`config.mk`:
```
export PLATFORM = sky130hd
export DESIGN_NAME = load_store_unit_flat
export DESIGN_NICKNAME = d
export VERILOG_FILES = /design/src/rtl/load_store_unit_if.sv /design/src/rtl/load_store_unit.sv /design/src/flat_wrapper.sv
export SDC_FILE = /design/constraint.sdc
export NUM_CORES = 1
export LEC_CHECK = 0
export ABC_AREA = 1
export BUFFER_PORTS_ARGS = -buffer_cell sky130_fd_sc_hd__buf_4
export CELL_PAD_IN_SITES_DETAIL_PLACEMENT = 0
export CELL_PAD_IN_SITES_GLOBAL_PLACEMENT = 2
export CORE_MARGIN = 3
export CORE_UTILIZATION = 28
export DETAILED_ROUTE_END_ITERATION = 16
export GPL_ROUTABILITY_DRIVEN = 0
export HOLD_SLACK_MARGIN = 0.1
export PLACE_DENSITY_LB_ADDON = 0.1
export SYNTH_ARGS = -nofsm -noshare
export SYNTH_HDL_FRONTEND = slang
export SYNTH_SLANG_ARGS = --single-unit
export TNS_END_PERCENT = 1
```
`constraint.sdc`:
```
create_clock -name clk -period 1.8 [get_ports clk]
set_input_delay 0.36 -clock clk [delete_from_list [all_inputs] [get_ports clk]]
set_output_delay 0.36 -clock clk [all_outputs]
set_load 0.005 [all_outputs]
```
`src/rtl/load_store_unit_if.sv`:
```
// Request/response handshake between the EX/MEM stage (master) and the
// load/store unit (slave).
interface load_store_unit_if #(
  parameter int ADDR_W = 9,
  parameter int DATA_W = 32
);
  logic              req_valid;
  logic              req_ready;
  logic              req_we;
  logic [2:0]        req_funct3;
  logic [ADDR_W-1:0] req_addr;
  logic [DATA_W-1:0] req_wdata;
  logic              resp_valid;
  logic [DATA_W-1:0] resp_rdata;
  logic              resp_err;

  modport master (
    output req_valid, req_we, req_funct3, req_addr, req_wdata,
    input  req_ready, resp_valid, resp_rdata, resp_err
  );

  modport slave (
    input  req_valid, req_we, req_funct3, req_addr, req_wdata,
    output req_ready, resp_valid, resp_rdata, resp_err
  );
endinterface

```
`src/rtl/load_store_unit.sv`:
```
// Load/store unit: drives a synchronous byte-enabled word RAM, extends loads,
// and optionally splits word-boundary-crossing accesses into two beats.
module load_store_unit #(
  parameter int ADDR_W        = 9,
  parameter int DATA_W        = 32,
  parameter int MISALIGNED_EN = 1,
  localparam int NB           = DATA_W / 8,
  localparam int OFF_W        = $clog2(NB),
  localparam int WORD_AW      = ADDR_W - OFF_W
) (
  input  logic               clk,
  input  logic               rst_n,
  load_store_unit_if.slave   bus,
  output logic               mem_en,
  output logic [NB-1:0]      mem_be,
  output logic [WORD_AW-1:0] mem_addr,
  output logic [DATA_W-1:0]  mem_wdata,
  input  logic [DATA_W-1:0]  mem_rdata
);

  typedef enum logic [1:0] {IDLE, BEAT0, BEAT1, DONE} state_t;

  typedef struct packed {
    logic       legal;
    logic       sgn;
    logic [3:0] size;
  } dec_t;

  function automatic dec_t decode(input logic we, input logic [2:0] f3);
    dec_t d;
    d.legal = 1'b0;
    d.sgn   = 1'b1;
    d.size  = 4'd1;
    case (f3)
      3'b000: d.legal = 1'b1;
      3'b001: begin d.legal = 1'b1; d.size = 4'd2; end
      3'b010: begin d.legal = 1'b1; d.size = 4'd4; end
      3'b011: begin d.legal = (DATA_W == 64); d.size = 4'd8; end
      3'b100: begin d.legal = !we; d.sgn = 1'b0; end
      3'b101: begin d.legal = !we; d.sgn = 1'b0; d.size = 4'd2; end
      3'b110: begin d.legal = !we && (DATA_W == 64); d.sgn = 1'b0; d.size = 4'd4; end
      default: d.legal = 1'b0;
    endcase
    return d;
  endfunction

  state_t              state_reg;
  logic                ready_reg, valid_reg, err_reg;
  logic                we_reg, sgn_reg, split_reg;
  logic [OFF_W-1:0]    off_reg;
  logic [3:0]          size_reg;
  logic [NB-1:0]       be_hi_reg;
  logic [DATA_W-1:0]   wd_hi_reg;
  logic [DATA_W-1:0]   hold_reg;

  dec_t                in_dec;
  logic [OFF_W-1:0]    in_off;
  logic                in_split;
  logic [2*NB-1:0]     in_be_wide;
  logic [2*DATA_W-1:0] in_wd_wide;

  assign in_dec     = decode(bus.req_we, bus.req_funct3);
  assign in_off     = bus.req_addr[OFF_W-1:0];
  assign in_split   = (int'(in_off) + int'(in_dec.size)) > NB;
  // Low half of each shifted vector feeds beat 0, high half is kept for beat 1.
  assign in_be_wide = (((2*NB)'(1) << in_dec.size) - (2*NB)'(1)) << in_off;
  assign in_wd_wide = {{DATA_W{1'b0}}, bus.req_wdata} << {in_off, 3'b000};

  always_ff @(posedge clk or negedge rst_n) begin
    if (!rst_n) begin
      state_reg <= IDLE;
      ready_reg <= 1'b1;
      valid_reg <= 1'b0;
      err_reg   <= 1'b0;
      mem_en    <= 1'b0;
      mem_be    <= '0;
      mem_addr  <= '0;
      mem_wdata <= '0;
      we_reg    <= 1'b0;
      sgn_reg   <= 1'b0;
      split_reg <= 1'b0;
      off_reg   <= '0;
      size_reg  <= '0;
      be_hi_reg <= '0;
      wd_hi_reg <= '0;
      hold_reg  <= '0;
    end else begin
      case (state_reg)
        IDLE: begin
          if (bus.req_valid) begin
            we_reg    <= bus.req_we;
            sgn_reg   <= in_dec.sgn;
            split_reg <= in_split;
            off_reg   <= in_off;
            size_reg  <= in_dec.size;
            be_hi_reg <= in_be_wide[2*NB-1:NB];
            wd_hi_reg <= in_wd_wide[2*DATA_W-1:DATA_W];
            ready_reg <= 1'b0;
            if (!in_dec.legal || (in_split && MISALIGNED_EN == 0)) begin
              err_reg   <= 1'b1;
              valid_reg <= 1'b1;
              state_reg <= DONE;
            end else begin
              mem_en    <= 1'b1;
              mem_addr  <= bus.req_addr[ADDR_W-1:OFF_W];
              mem_be    <= bus.req_we ? in_be_wide[NB-1:0] : '0;
              mem_wdata <= bus.req_we ? in_wd_wide[DATA_W-1:0] : '0;
              state_reg <= BEAT0;
            end
          end
        end
        BEAT0: begin
          if (split_reg) begin
            mem_addr  <= mem_addr + WORD_AW'(1);
            mem_be    <= we_reg ? be_hi_reg : '0;
            mem_wdata <= we_reg ? wd_hi_reg : '0;
            state_reg <= BEAT1;
          end else begin
            mem_en    <= 1'b0;
            mem_be    <= '0;
            mem_wdata <= '0;
            valid_reg <= 1'b1;
            state_reg <= DONE;
          end
        end
        BEAT1: begin
          hold_reg  <= mem_rdata;
          mem_en    <= 1'b0;
          mem_be    <= '0;
          mem_wdata <= '0;
          valid_reg <= 1'b1;
          state_reg <= DONE;
        end
        DONE: begin
          valid_reg <= 1'b0;
          err_reg   <= 1'b0;
          ready_reg <= 1'b1;
          state_reg <= IDLE;
        end
        default: state_reg <= IDLE;
      endcase
    end
  end

  // Read data only exists in DONE, so alignment and extension stay combinational.
  logic [2*DATA_W-1:0] rd_wide;
  logic [DATA_W-1:0]   rd_al, rd_ext;
  logic                sign_bit;

  assign rd_wide = split_reg ? {mem_rdata, hold_reg} : {{DATA_W{1'b0}}, mem_rdata};
  assign rd_al   = DATA_W'(rd_wide >> {off_reg, 3'b000});

  always_comb begin
    sign_bit = sgn_reg & rd_al[DATA_W-1];
    case (size_reg)
      4'd1:    sign_bit = sgn_reg & rd_al[7];
      4'd2:    sign_bit = sgn_reg & rd_al[15];
      4'd4:    sign_bit = sgn_reg & rd_al[31];
      default: sign_bit = sgn_reg & rd_al[DATA_W-1];
    endcase
  end

  genvar gi;
  generate
    for (gi = 0; gi < DATA_W; gi++) begin : g_ext
      localparam logic [3:0] LANE = 4'(gi / 8);
      assign rd_ext[gi] = (LANE < size_reg) ? rd_al[gi] : sign_bit;
    end
  endgenerate

  assign bus.req_ready  = ready_reg;
  assign bus.resp_valid = valid_reg;
  assign bus.resp_err   = err_reg;
  assign bus.resp_rdata = (state_reg == DONE && !we_reg && !err_reg) ? rd_ext : '0;

endmodule

```
`src/flat_wrapper.sv`:
```
// flat-port wrapper written by rule: the top's interface ports become plain ports
module load_store_unit_flat 
#(
  parameter int ADDR_W        = 9,
  parameter int DATA_W        = 32,
  parameter int MISALIGNED_EN = 1,
  localparam int NB           = DATA_W / 8,
  localparam int OFF_W        = $clog2(NB),
  localparam int WORD_AW      = ADDR_W - OFF_W
)
  (clk, rst_n, mem_en, mem_be, mem_addr, mem_wdata, mem_rdata, bus_req_valid, bus_req_we, bus_req_funct3, bus_req_addr, bus_req_wdata, bus_req_ready, bus_resp_valid, bus_resp_rdata, bus_resp_err);
  load_store_unit_if #(.ADDR_W(ADDR_W), .DATA_W(DATA_W)) bus_i ();
  input  logic clk;
  input  logic rst_n;
  output logic mem_en;
  output logic [NB-1:0] mem_be;
  output logic [WORD_AW-1:0] mem_addr;
  output logic [DATA_W-1:0] mem_wdata;
  input  logic [DATA_W-1:0] mem_rdata;
  input wire logic [$bits(bus_i.req_valid)-1:0] bus_req_valid;
  input wire logic [$bits(bus_i.req_we)-1:0] bus_req_we;
  input wire logic [$bits(bus_i.req_funct3)-1:0] bus_req_funct3;
  input wire logic [$bits(bus_i.req_addr)-1:0] bus_req_addr;
  input wire logic [$bits(bus_i.req_wdata)-1:0] bus_req_wdata;
  output wire logic [$bits(bus_i.req_ready)-1:0] bus_req_ready;
  output wire logic [$bits(bus_i.resp_valid)-1:0] bus_resp_valid;
  output wire logic [$bits(bus_i.resp_rdata)-1:0] bus_resp_rdata;
  output wire logic [$bits(bus_i.resp_err)-1:0] bus_resp_err;
  assign bus_i.req_valid = bus_req_valid;
  assign bus_i.req_we = bus_req_we;
  assign bus_i.req_funct3 = bus_req_funct3;
  assign bus_i.req_addr = bus_req_addr;
  assign bus_i.req_wdata = bus_req_wdata;
  assign bus_req_ready = bus_i.req_ready;
  assign bus_resp_valid = bus_i.resp_valid;
  assign bus_resp_rdata = bus_i.resp_rdata;
  assign bus_resp_err = bus_i.resp_err;
  load_store_unit #(.ADDR_W(ADDR_W), .DATA_W(DATA_W), .MISALIGNED_EN(MISALIGNED_EN)) u_core (.clk(clk), .rst_n(rst_n), .bus(bus_i), .mem_en(mem_en), .mem_be(mem_be), .mem_addr(mem_addr), .mem_wdata(mem_wdata), .mem_rdata(mem_rdata));
endmodule
```
==> summary.md <==
| Metric | Value |
|---|---|
| Netlist Area Pre-Place | 7510 µm² |
| First-pass GRT wire length | 44,600 µm |
| Antenna violations before repair | 1 |
| CTS tree | done |
| Hold Worst Slack | 140 ps |
| Worst EP arrival | 2210 ps |
| Setup CP Type | reg2out |
| Initial core utilization | 28.7% |
| Mapped Nets | 1,141 |
| Nets@finish | 1,398 |
| Failing checks | setup timing |
| Worst-path clk slew | 60 ps |
| Synth Flop Type | dfrtp_1 |
| RSZ-0062 raised after global routing | yes |
| Grt total ovfl | 0 |
| Switching power | 8.44 mW |
| Die H | 170 µm |
| Clock power share | 19.6% |
| Final setup viols | 32 |
| Slew Viols, Final | 0 |
| EDFF count, synth | 0 |
| Worst R2R End | u_core.mem_wdata[12] |
| Fmax | 389 MHz |
| Fillers | 2,777 |
| Final hold vios | 0 |
| Combinational power share | 57.0% |
| Run status | finished, violations left |
| Worst IR drop on VDD | 0.844 mV |
| Finished Core Util | 41.9% |
| Routed wire length per instance | 17.0 µm |
| Largest net degree at the start of global routing | 57 |
| Drt total wl | 28,000 µm |
| Reg2Reg Setup Slack | 50 ps |
| Class of the worst hold path | in2reg |
| Synthesis Warnings | 0 |
| CP max stage delay | 470 ps |
| Max-cap violation count | 0 |
| Internal power | 11.2 mW |
| Final worst setup slack | -774 ps |
| Clock sink count | 118 |
| Post-synthesis cell count | 1,047 |
| Drt drc | 0 |
| Hold path start | bus_req_funct3[2] |
| Seq cells post-synth | 118 |
| Worst hold path endpoint | u_core.sgn_reg |
| Gr usage total | 19.7% |
| Slew Limit Headroom | 71.6% |
| Worst Path Required | 1440 ps |
| Die width | 170 µm |
| Pre-CTS WS | -385 ps |
| Rows | 59 |
| Slowest-stage cell, CP | dfrtp_2 |
| Seq pwr share | 23.4% |
| Clock skew | 9.85 ps |
| Via count | 7,837 |
| Root Buffer | clkbuf_16 |
| Share of cells above drive strength 1 | 31.8% |
| Worst setup SP type | flop |
| Power Total | 19.6 mW |
| Core area | 26,200 µm² |
| Drt pass-1 iters | 5 |
| Initial DRC Count | 426 |
| Syn_area_per_cell | 7.17 µm² |
| Vias in the first global route | 8,094 |
| Final Instance Area | 11,000 µm² |
| Number of library cell types mapped by synthesis | 38 |
| Post-synthesis sequential area ratio | 39.3% |
| Pleak | 5.40 nW |
| H-tree levels | 4 |
| Worst-Margin Slew | 422 ps |
| Worst r2r src | u_core.state_reg[0] |
| I/O Pins | 159 |
| Num CTS Buffers | 17 |
| Dpl hpwl | 20,900 µm |
| Vias per cell | 4.74 |
| Post-place instance area | 10,100 µm² |
| Clock Latency Late Sink | 430 ps |
| CP endpoint kind | output port |
| Die ar. | 28,800 µm² |
| Worst-case clock buffer depth | 2 |
| Hold path cells | 2 |
| Antenna viol nets, final | 0 |
| I/O Buffers | 158 |
| Power per cell area | 1790 nW/µm² |
| CP cell instances | buf_4, nand2_1, nand3_1, nand3_2, nand2_1, a21boi_2, nand2_2, buf_12, nand2_8, nand2_8, nor2_2, buf_4 |
| Post-synth ARST share | 100% |
| Most common cell after layout, fill and taps aside | nand2_1 |
| CP Max Fanout | 10 |
| Sw Share | 43.0% |
| Commonest cells after routing, fill and taps aside | nand2_1, buf_4, dfrtp_1 |
| Worst reg-to-reg path cell count | 9 |
| Tcrit/Tclk final | 143% |
| Minimum clock period | 2570 ps |
| Area Overhead vs Synth | 46.3% |
[power by group through the flow]
stage               Combinational, mW  Clock [mW]  Sequential [mW]
finish                           11.2        3.84             4.60
detailed placement               10.9           0             4.63
floorplan                        5.90           0             4.47
global route                     12.5        4.05             4.75
CTS                              11.1        3.94             4.60
global placement                 10.9           0             4.63
[cell families (layout without fill, tap and decap cells)]
kind of cell    count (synthesis)  in the layout  synth area share (%)
compound gates                268            268                  20.1
xor+xnor                        6              6                 0.700
fa+ha+maj                      14             14                  2.43
buf+inv                       149            419                  8.28
flops                         118            118                  39.3
mux                            19             19                  2.55
other cells                     0              1                     0
simple gates                  473            473                  26.6
[worst max path at each step]
stage	startpoint	endpoint	slack (ps)	cells after the start
2_1_floorplan	bus_req_funct3[0]	u_core.mem_be[2]	-70	14
3_3_place_gp	u_core.split_reg	bus_resp_rdata[15]	-390	13
3_5_place_dp	u_core.split_reg	bus_resp_rdata[27]	-390	9
4_1_cts	u_core.split_reg	bus_resp_rdata[31]	-770	12
5_1_grt	u_core.split_reg	bus_resp_rdata[18]	-900	13
6_report	u_core.split_reg	bus_resp_rdata[31]	-770	12
[critical path: cells and delay by family, from the launching register on]
kind                   cells  cell delay (ps)
buffers and inverters      3              460
AO/OA/AOI/OAI              1              160
flip-flops                 1              470
AND/OR/NAND/NOR            8              700
[per-layer routing]
metal / GRT usage (%) / share of wire [%] / wire, µm / up-vias
met5: 0 / 0 / 0 / -
met3: 3.70 / 4.2 / 1180 / 25
met1: 26.2 / 46 / 12900 / 3673
met4: 5.05 / 1.6 / 441 / 0
met2: 33.1 / 48 / 13500 / 149
li1: - / - / - / 3990
[Yosys cell counts (7+ instances only)]
| master | n | area (µm²) |
|---|---|---|
| clkbuf_1 | 36 | 135 |
| o22ai_1 | 15 | 93.8 |
| dfrtp_1 | 117 | 2930 |
| a21oi_1 | 61 | 305 |
| o211ai_1 | 7 | 52.6 |
| nor2_2 | 19 | 119 |
| nand3_1 | 46 | 230 |
| nand2_1 | 321 | 1200 |
| mux2i_1 | 18 | 180 |
| a31oi_1 | 11 | 68.8 |
| a211oi_1 | 8 | 60.1 |
| inv_1 | 79 | 297 |
| o21ai_0 | 137 | 686 |
| nor2_1 | 75 | 282 |
| buf_2 | 20 | 100 |
| ha_1 | 13 | 163 |
| o221ai_1 | 17 | 149 |
[what timing repair did]
item	4_1_cts	5_1_grt
setup endpoints to repair	76	105
pin swaps	1	6
hold endpoints to repair	28	0
resized for setup	30	42
buffers inserted	0	1
hold buffers	1	0
[stage by stage]
step	TNS, ps	std cells
after detailed placement	-21480	1618
after floorplan	-1100	1047
final	-23390	1653
after global routing	-28440	1653
after CTS	-23410	1651
after global placement	-21680	1618
[layout make-up]
cell class	count	area, µm²	share of cell area [%]
multi-input combinational	780	4150	37.8
sequential	118	2960	26.9
timing repair buffer	300	2470	22.5
clock buffer	17	425	3.87
tap	335	419	3.82
inverter	87	345	3.14
clock inverter	15	218	1.98
antenna	1	2.50	0.0228
(Power assumes the default switching activity.)
